## src/rtl/panel_input_conditioner_if.sv

```systemverilog
// Front-panel signal bundle: raw switch/key inputs toward the conditioner and
// the clean, debounced signals it hands to the machine top level.
interface panel_input_conditioner_if;
   logic       key_raw;
   logic [2:0] sw_raw;     // {SW_choose, SW1, SW2}
   logic [7:0] d_raw;
   logic       A1;
   logic       A1_level;
   logic       SW_choose;
   logic       SW1;
   logic       SW2;
   logic [7:0] D;
   logic       sw_change;

   modport master (
      output key_raw, sw_raw, d_raw,
      input  A1, A1_level, SW_choose, SW1, SW2, D, sw_change
   );

   modport slave (
      input  key_raw, sw_raw, d_raw,
      output A1, A1_level, SW_choose, SW1, SW2, D, sw_change
   );
endinterface

```

## src/rtl/panel_input_conditioner.sv

```systemverilog
// Front-panel input conditioner: 2-flop synchronisers, a key press FSM that emits
// one A1 pulse per debounced press, and vector debouncers for the switch groups.
module panel_input_conditioner_vdeb #(
   parameter int             W          = 8,
   parameter int             DEB_CYCLES = 4,
   parameter logic [W-1:0]   CHG_MASK   = '0
) (
   input  logic         clk,
   input  logic         rst,
   input  logic [W-1:0] raw_i,
   output logic [W-1:0] val_o,
   output logic         chg_o
);
   localparam int CW = $clog2(DEB_CYCLES + 1);
   localparam logic [CW-1:0] CNT_MAX = CW'(DEB_CYCLES - 1);

   logic [W-1:0]  s1_q, s2_q, val_q, cand_q;
   logic [CW-1:0] cnt_q;
   logic          chg_q;

   always_ff @(posedge clk or negedge rst) begin
      if (!rst) begin
         s1_q   <= '0;
         s2_q   <= '0;
         val_q  <= '0;
         cand_q <= '0;
         cnt_q  <= '0;
         chg_q  <= 1'b0;
      end else begin
         s1_q  <= raw_i;
         s2_q  <= s1_q;
         chg_q <= 1'b0;
         if (s2_q == val_q) begin
            cnt_q  <= '0;
            cand_q <= val_q;
         end else if (s2_q != cand_q) begin
            // any toggle inside the group restarts the stability window
            cand_q <= s2_q;
            cnt_q  <= '0;
         end else if (cnt_q == CNT_MAX) begin
            val_q <= cand_q;
            cnt_q <= '0;
            chg_q <= |((cand_q ^ val_q) & CHG_MASK);
         end else begin
            cnt_q <= cnt_q + 1'b1;
         end
      end
   end

   assign val_o = val_q;
   assign chg_o = chg_q;
endmodule

module panel_input_conditioner #(
   parameter int DEB_CYCLES     = 4,
   parameter bit KEY_ACTIVE_LOW = 1'b1
) (
   input  logic                          clk,
   input  logic                          rst,
   panel_input_conditioner_if.slave      pif
);
   localparam int CW = $clog2(DEB_CYCLES + 1);
   localparam logic [CW-1:0] CNT_MAX = CW'(DEB_CYCLES - 1);
   localparam logic KEY_REL = KEY_ACTIVE_LOW;   // raw level of a released key

   typedef enum logic [1:0] {IDLE, CONFIRM, PRESSED, RELEASE} key_st_e;

   key_st_e       st_q;
   logic [CW-1:0] kcnt_q;
   logic          ks1_q, ks2_q;
   logic          a1_q, lvl_q;
   logic          k;

   assign k = KEY_ACTIVE_LOW ? ~ks2_q : ks2_q;

   always_ff @(posedge clk or negedge rst) begin
      if (!rst) begin
         ks1_q  <= KEY_REL;
         ks2_q  <= KEY_REL;
         st_q   <= IDLE;
         kcnt_q <= '0;
         a1_q   <= 1'b0;
         lvl_q  <= 1'b0;
      end else begin
         ks1_q <= pif.key_raw;
         ks2_q <= ks1_q;
         a1_q  <= 1'b0;
         case (st_q)
            IDLE: begin
               kcnt_q <= '0;
               if (k) st_q <= CONFIRM;
            end
            CONFIRM: begin
               if (!k) begin
                  st_q   <= IDLE;
                  kcnt_q <= '0;
               end else if (kcnt_q == CNT_MAX) begin
                  st_q   <= PRESSED;
                  kcnt_q <= '0;
                  a1_q   <= 1'b1;
                  lvl_q  <= 1'b1;
               end else begin
                  kcnt_q <= kcnt_q + 1'b1;
               end
            end
            PRESSED: begin
               kcnt_q <= '0;
               if (!k) st_q <= RELEASE;
            end
            RELEASE: begin
               // bounce during release returns to PRESSED without a new pulse
               if (k) begin
                  st_q   <= PRESSED;
                  kcnt_q <= '0;
               end else if (kcnt_q == CNT_MAX) begin
                  st_q   <= IDLE;
                  kcnt_q <= '0;
                  lvl_q  <= 1'b0;
               end else begin
                  kcnt_q <= kcnt_q + 1'b1;
               end
            end
            default: begin
               st_q   <= IDLE;
               kcnt_q <= '0;
               lvl_q  <= 1'b0;
            end
         endcase
      end
   end

   logic [2:0] sw_val;
   logic [7:0] d_val;
   logic       sw_chg;
   logic       d_chg_unused;

   // only SW1/SW2 count as a mode change; SW_choose alone is silent
   panel_input_conditioner_vdeb #(
      .W(3), .DEB_CYCLES(DEB_CYCLES), .CHG_MASK(3'b011)
   ) u_sw (
      .clk(clk), .rst(rst), .raw_i(pif.sw_raw), .val_o(sw_val), .chg_o(sw_chg)
   );

   panel_input_conditioner_vdeb #(
      .W(8), .DEB_CYCLES(DEB_CYCLES), .CHG_MASK(8'h00)
   ) u_d (
      .clk(clk), .rst(rst), .raw_i(pif.d_raw), .val_o(d_val), .chg_o(d_chg_unused)
   );

   assign pif.A1        = a1_q;
   assign pif.A1_level  = lvl_q;
   assign pif.SW_choose = sw_val[2];
   assign pif.SW1       = sw_val[1];
   assign pif.SW2       = sw_val[0];
   assign pif.D         = d_val;
   assign pif.sw_change = sw_chg;
endmodule
```

## src/flat_wrapper.sv

```systemverilog
// flat-port wrapper written by rule: the top's interface ports become plain ports
module panel_input_conditioner_flat 
#(
   parameter int DEB_CYCLES     = 4,
   parameter bit KEY_ACTIVE_LOW = 1'b1
)
  (clk, rst, pif_key_raw, pif_sw_raw, pif_d_raw, pif_A1, pif_A1_level, pif_SW_choose, pif_SW1, pif_SW2, pif_D, pif_sw_change);
  panel_input_conditioner_if pif_i ();
  input  logic clk;
  input  logic rst;
  input wire logic [$bits(pif_i.key_raw)-1:0] pif_key_raw;
  input wire logic [$bits(pif_i.sw_raw)-1:0] pif_sw_raw;
  input wire logic [$bits(pif_i.d_raw)-1:0] pif_d_raw;
  output wire logic [$bits(pif_i.A1)-1:0] pif_A1;
  output wire logic [$bits(pif_i.A1_level)-1:0] pif_A1_level;
  output wire logic [$bits(pif_i.SW_choose)-1:0] pif_SW_choose;
  output wire logic [$bits(pif_i.SW1)-1:0] pif_SW1;
  output wire logic [$bits(pif_i.SW2)-1:0] pif_SW2;
  output wire logic [$bits(pif_i.D)-1:0] pif_D;
  output wire logic [$bits(pif_i.sw_change)-1:0] pif_sw_change;
  assign pif_i.key_raw = pif_key_raw;
  assign pif_i.sw_raw = pif_sw_raw;
  assign pif_i.d_raw = pif_d_raw;
  assign pif_A1 = pif_i.A1;
  assign pif_A1_level = pif_i.A1_level;
  assign pif_SW_choose = pif_i.SW_choose;
  assign pif_SW1 = pif_i.SW1;
  assign pif_SW2 = pif_i.SW2;
  assign pif_D = pif_i.D;
  assign pif_sw_change = pif_i.sw_change;
  panel_input_conditioner #(.DEB_CYCLES(DEB_CYCLES), .KEY_ACTIVE_LOW(KEY_ACTIVE_LOW)) u_core (.clk(clk), .rst(rst), .pif(pif_i));
endmodule
```

## config.mk

```make
export PLATFORM = sky130hd
export DESIGN_NAME = panel_input_conditioner_flat
export DESIGN_NICKNAME = d
export VERILOG_FILES = /design/src/rtl/panel_input_conditioner_if.sv /design/src/rtl/panel_input_conditioner.sv /design/src/flat_wrapper.sv
export SDC_FILE = /design/constraint.sdc
export NUM_CORES = 1
export LEC_CHECK = 0
export CAP_MARGIN = 20
export CORE_MARGIN = 2
export CORE_UTILIZATION = 54
export CTS_CLUSTER_DIAMETER = 150
export DETAILED_ROUTE_END_ITERATION = 10
export DONT_BUFFER_PORTS = 1
export GPL_ROUTABILITY_DRIVEN = 0
export HOLD_SLACK_MARGIN = 0.15
export PLACE_DENSITY = 0.75
export SETUP_SLACK_MARGIN = 0.5
export SKIP_CTS_REPAIR_TIMING = 1
export SLEW_MARGIN = 20
export SYNTH_ARGS = -nofsm -noshare
export SYNTH_HDL_FRONTEND = slang
export SYNTH_SLANG_ARGS = --single-unit
```

## constraint.sdc

```tcl
create_clock -name clk -period 1.56 [get_ports clk]
set_input_delay 0.156 -clock clk [delete_from_list [all_inputs] [get_ports clk]]
set_output_delay 0.156 -clock clk [all_outputs]
set_load 0.05 [all_outputs]
```

==> metrics <==
status=finished, violations left; failing checks=negative hold slack, negative setup slack; crit path kind=register to register; initial antenna violation count=0; CP required=1770 ps; Final Cycle Share=110%; Comb power frac=8.1%; drc violations=0; FF-to-FF End=u_core.u_d.val_o[6]; WL/cell=15.3 um; Rows=23; final worst path period need=1720 ps; largest buffer count on any clock path=2; slew at the pin with the worst max-slew slack=366 ps; CTS Sinks=60; all-layer global routing usage=17.1%; worst setup margin=-164 ps; synthesized area per cell=15.0 um2; Syn Nets=164; Final Max Slew Viols=0; simple logic cell fraction of the synthesized area=8.36%; Cell Count, Final, Fillers Out=234; Arrival @ worst endpoint=1940 ps; Top Ports=28; htree depth=3; Reg power frac=51.7%; Initial Util=55.4%; WHS=-481 ps; pwr/cell area=1170 nW/um2; Tot Pwr=3380 uW; Final nets=196; Root Buffer=clkbuf_8; grt ovf=0; worst reg-to-reg path cell count=5; adder-cell area share of the yosys netlist=1.71%; Net Sw Frac=22.1%; latest clock arrival within the worst-skew pair=330 ps; I/O Buffers=0; DRT iter0 DRCs=36; unrepaired setup endpoints after global routing=true; vias after detailed routing=1187; Post-Route WL=3590 um; R2R Setup Slk=-160 ps; final clock skew=7.06 ps; largest family of logic cells by synthesized area=XOR/XNOR gates; Yosys reg bits=60; top achievable clock speed=580 MHz; Leak=0.00127 uW; number of synthesis warnings=0; max-cap viol count=0; Hold Violations, Final=60; mux share of post-synthesis cell area=5.97%; Clk pin slew, worst setup/hold paths=60 ps; NetSw=748 uW; Num CTS Buffers=9; Worst Hold Class=primary input to async pin; Clk pwr share=40.2%; routed vias/inst=5.07; VDD IR max=755 uV; Post-Syn Area=2200 um2; final setup fails=8; Worst setup SP type=register; share of cells above drive strength 1=44.6%; largest net degree at the start of global routing=61; post-synthesis xor/xnor area fraction=9.95%; reg2reg start=u_core.u_d.s2_q[7]; post-synthesis compound-gate area fraction=2.79%; Max-Slew Margin vs Limit=75.5%; antenna cells=0; clock tree from TritonCTS=done; post-synth cell types=28; vias in the first global route=1166; placed cells=198; Core Util, Final=72.7%; TritonRoute pass-1 iters=4; cell-internal power=2630 uW; global-route wire length before repair=5350 um; Final HPWL DP=2220 um; antenna-violating nets left=0; Seq/Total Area, Yosys=68.4%; Syn-to-layout area delta=31.3%; core box area=3970 um2; worst-path fanout max=8; height of the die=67.8 um; die width=67.8 um; Die Area=4600 um2; CP endpoint kind=register; Gate Count Post-Synth=147
-- logic make-up (layout without fill, tap and decap cells) --
logic type | count (synthesis) | after routing
XOR/XNOR | 25 | 25
flip-flops | 60 | 60
AO/OA/AOI/OAI | 7 | 7
adder cells (fa/ha/maj) | 3 | 3
buffers and inverters | 15 | 52
multiplexers | 11 | 11
AND/OR/NAND/NOR | 26 | 26
-- cell usage after synthesis --
library cell   instances  area share [%]
nand2b_1               2            0.57
inv_1                  4            0.68
xnor2_1               17             6.8
o211ai_1               1            0.34
nor3b_1                3             1.0
dfstp_2                2             2.4
a21oi_1                2            0.46
mux2_2                 9             4.6
nor2b_1                1            0.28
dfrtp_1               58              66
and2b_1                1            0.34
a21boi_0               1            0.34
nand3_1                3            0.68
and2_1                 1            0.28
o21ai_0                2            0.46
o2111ai_4              1             1.2
nand4_1                2            0.57
dlygate4sd3_1          1            0.46
nor4_4                 2             1.9
clkbuf_1              10             1.7
and4b_1                1            0.46
nor3_1                 3            0.68
or2_2                  1            0.28
xor2_1                 8             3.2
and3b_1                1            0.40
mux2_4                 2             1.4
nor2_1                 5            0.85
ha_1                   3             1.7
-- how the worst max path moves through the flow --
| stage | cells after the start | startpoint | endpoint | slack [ps] |
|---|---|---|---|---|
| finish | 5 | u_core.u_d.s2_q[7] | u_core.u_d.val_o[6] | -160 |
| global route | 5 | u_core.u_d.s2_q[7] | u_core.u_d.val_o[5] | -200 |
| CTS | 4 | u_core.u_d.s2_q[3] | u_core.u_d.val_o[3] | -210 |
| detailed placement | 4 | u_core.u_d.s2_q[7] | u_core.u_d.val_o[6] | -190 |
| global placement | 4 | u_core.u_d.s2_q[4] | u_core.u_d.val_o[6] | -120 |
| floorplan | 4 | u_core.u_d.val_o[0] | u_core.u_d.val_o[0] | -110 |
-- layer usage --
layer	wire (um)	vias to the layer above	share of wire [%]	track usage, %
li1	-	545	-	-
met1	1460	607	41	19.7
met2	1870	26	52	26.2
met3	187	9	5.2	7.07
met4	66	0	1.8	11.3
met5	0	-	0	0
-- through the flow --
stage               hold slack, ps  area [um2]  setup slack (ps)  TNS (ps)
detailed placement            -138        2320              -190     -1300
CTS                           -503        2520              -206     -1590
finish                        -481        2890              -164     -1130
global placement              -138        2320              -121      -840
global route                  -512        2890              -201     -1640
floorplan                     -140        2220              -113      -822
-- flip-flops by register name (all words and copies together), names as in the netlist, 3 cells and up, named ones only --
signal and count:
u_core.u_d.cnt_q 3, u_core.u_d.s2_q 8, u_core.u_sw.s2_q 3, u_core.u_d.s1_q 8
u_core.u_sw.s1_q 3, u_core.u_d.cand_q 8, u_core.u_sw.cand_q 3, u_core.u_sw.val_o 3
u_core.kcnt_q 3, u_core.u_d.val_o 8, u_core.u_sw.cnt_q 3
-- worst max-delay path: stages (launching register included) --
cell	delay [ps]
dfrtp_1	410
xor2_1	180
nor4_4	370
o2111ai_4	180
buf_12	180
mux2_4	300
-- final cells by class --
class | instances | area (um2)
Clock inverter | 2 | 35.0
Timing Repair Buffer | 32 | 343
Tap cell | 50 | 62.6
Sequential cell | 60 | 1520
Fill cell | 244 | 1080
Clock buffer | 14 | 163
Inverter | 4 | 15.0
Multi-Input combinational cell | 72 | 749
-- placed cells by master, fill, tap and decap left out, types with 2 or more instances in the layout --
cell           count
a21oi_1            2
buf_4              8
buf_6              6
buf_8              5
clkbuf_1           3
clkbuf_8          11
dfrtp_1           44
dfrtp_2           14
dfstp_2            2
dlygate4sd3_1     12
inv_1              4
mux2_2             6
mux2_4             5
nand2b_4           2
nand3_1            2
nand4_1            2
nor2_1             4
nor3b_2            3
nor4_4             2
xnor2_1           15
xnor2_2            2
xor2_1             8
-- power by group through the flow --
stage	Combinational, uW	Clock, uW	Sequential (uW)
6_report	274	1360	1750
5_1_grt	310	1480	1760
2_1_floorplan	148	0	1740
3_3_place_gp	159	0	1750
3_5_place_dp	170	0	1750
4_1_cts	172	1410	1730
Note: power is estimated with default switching activity, not from simulation.
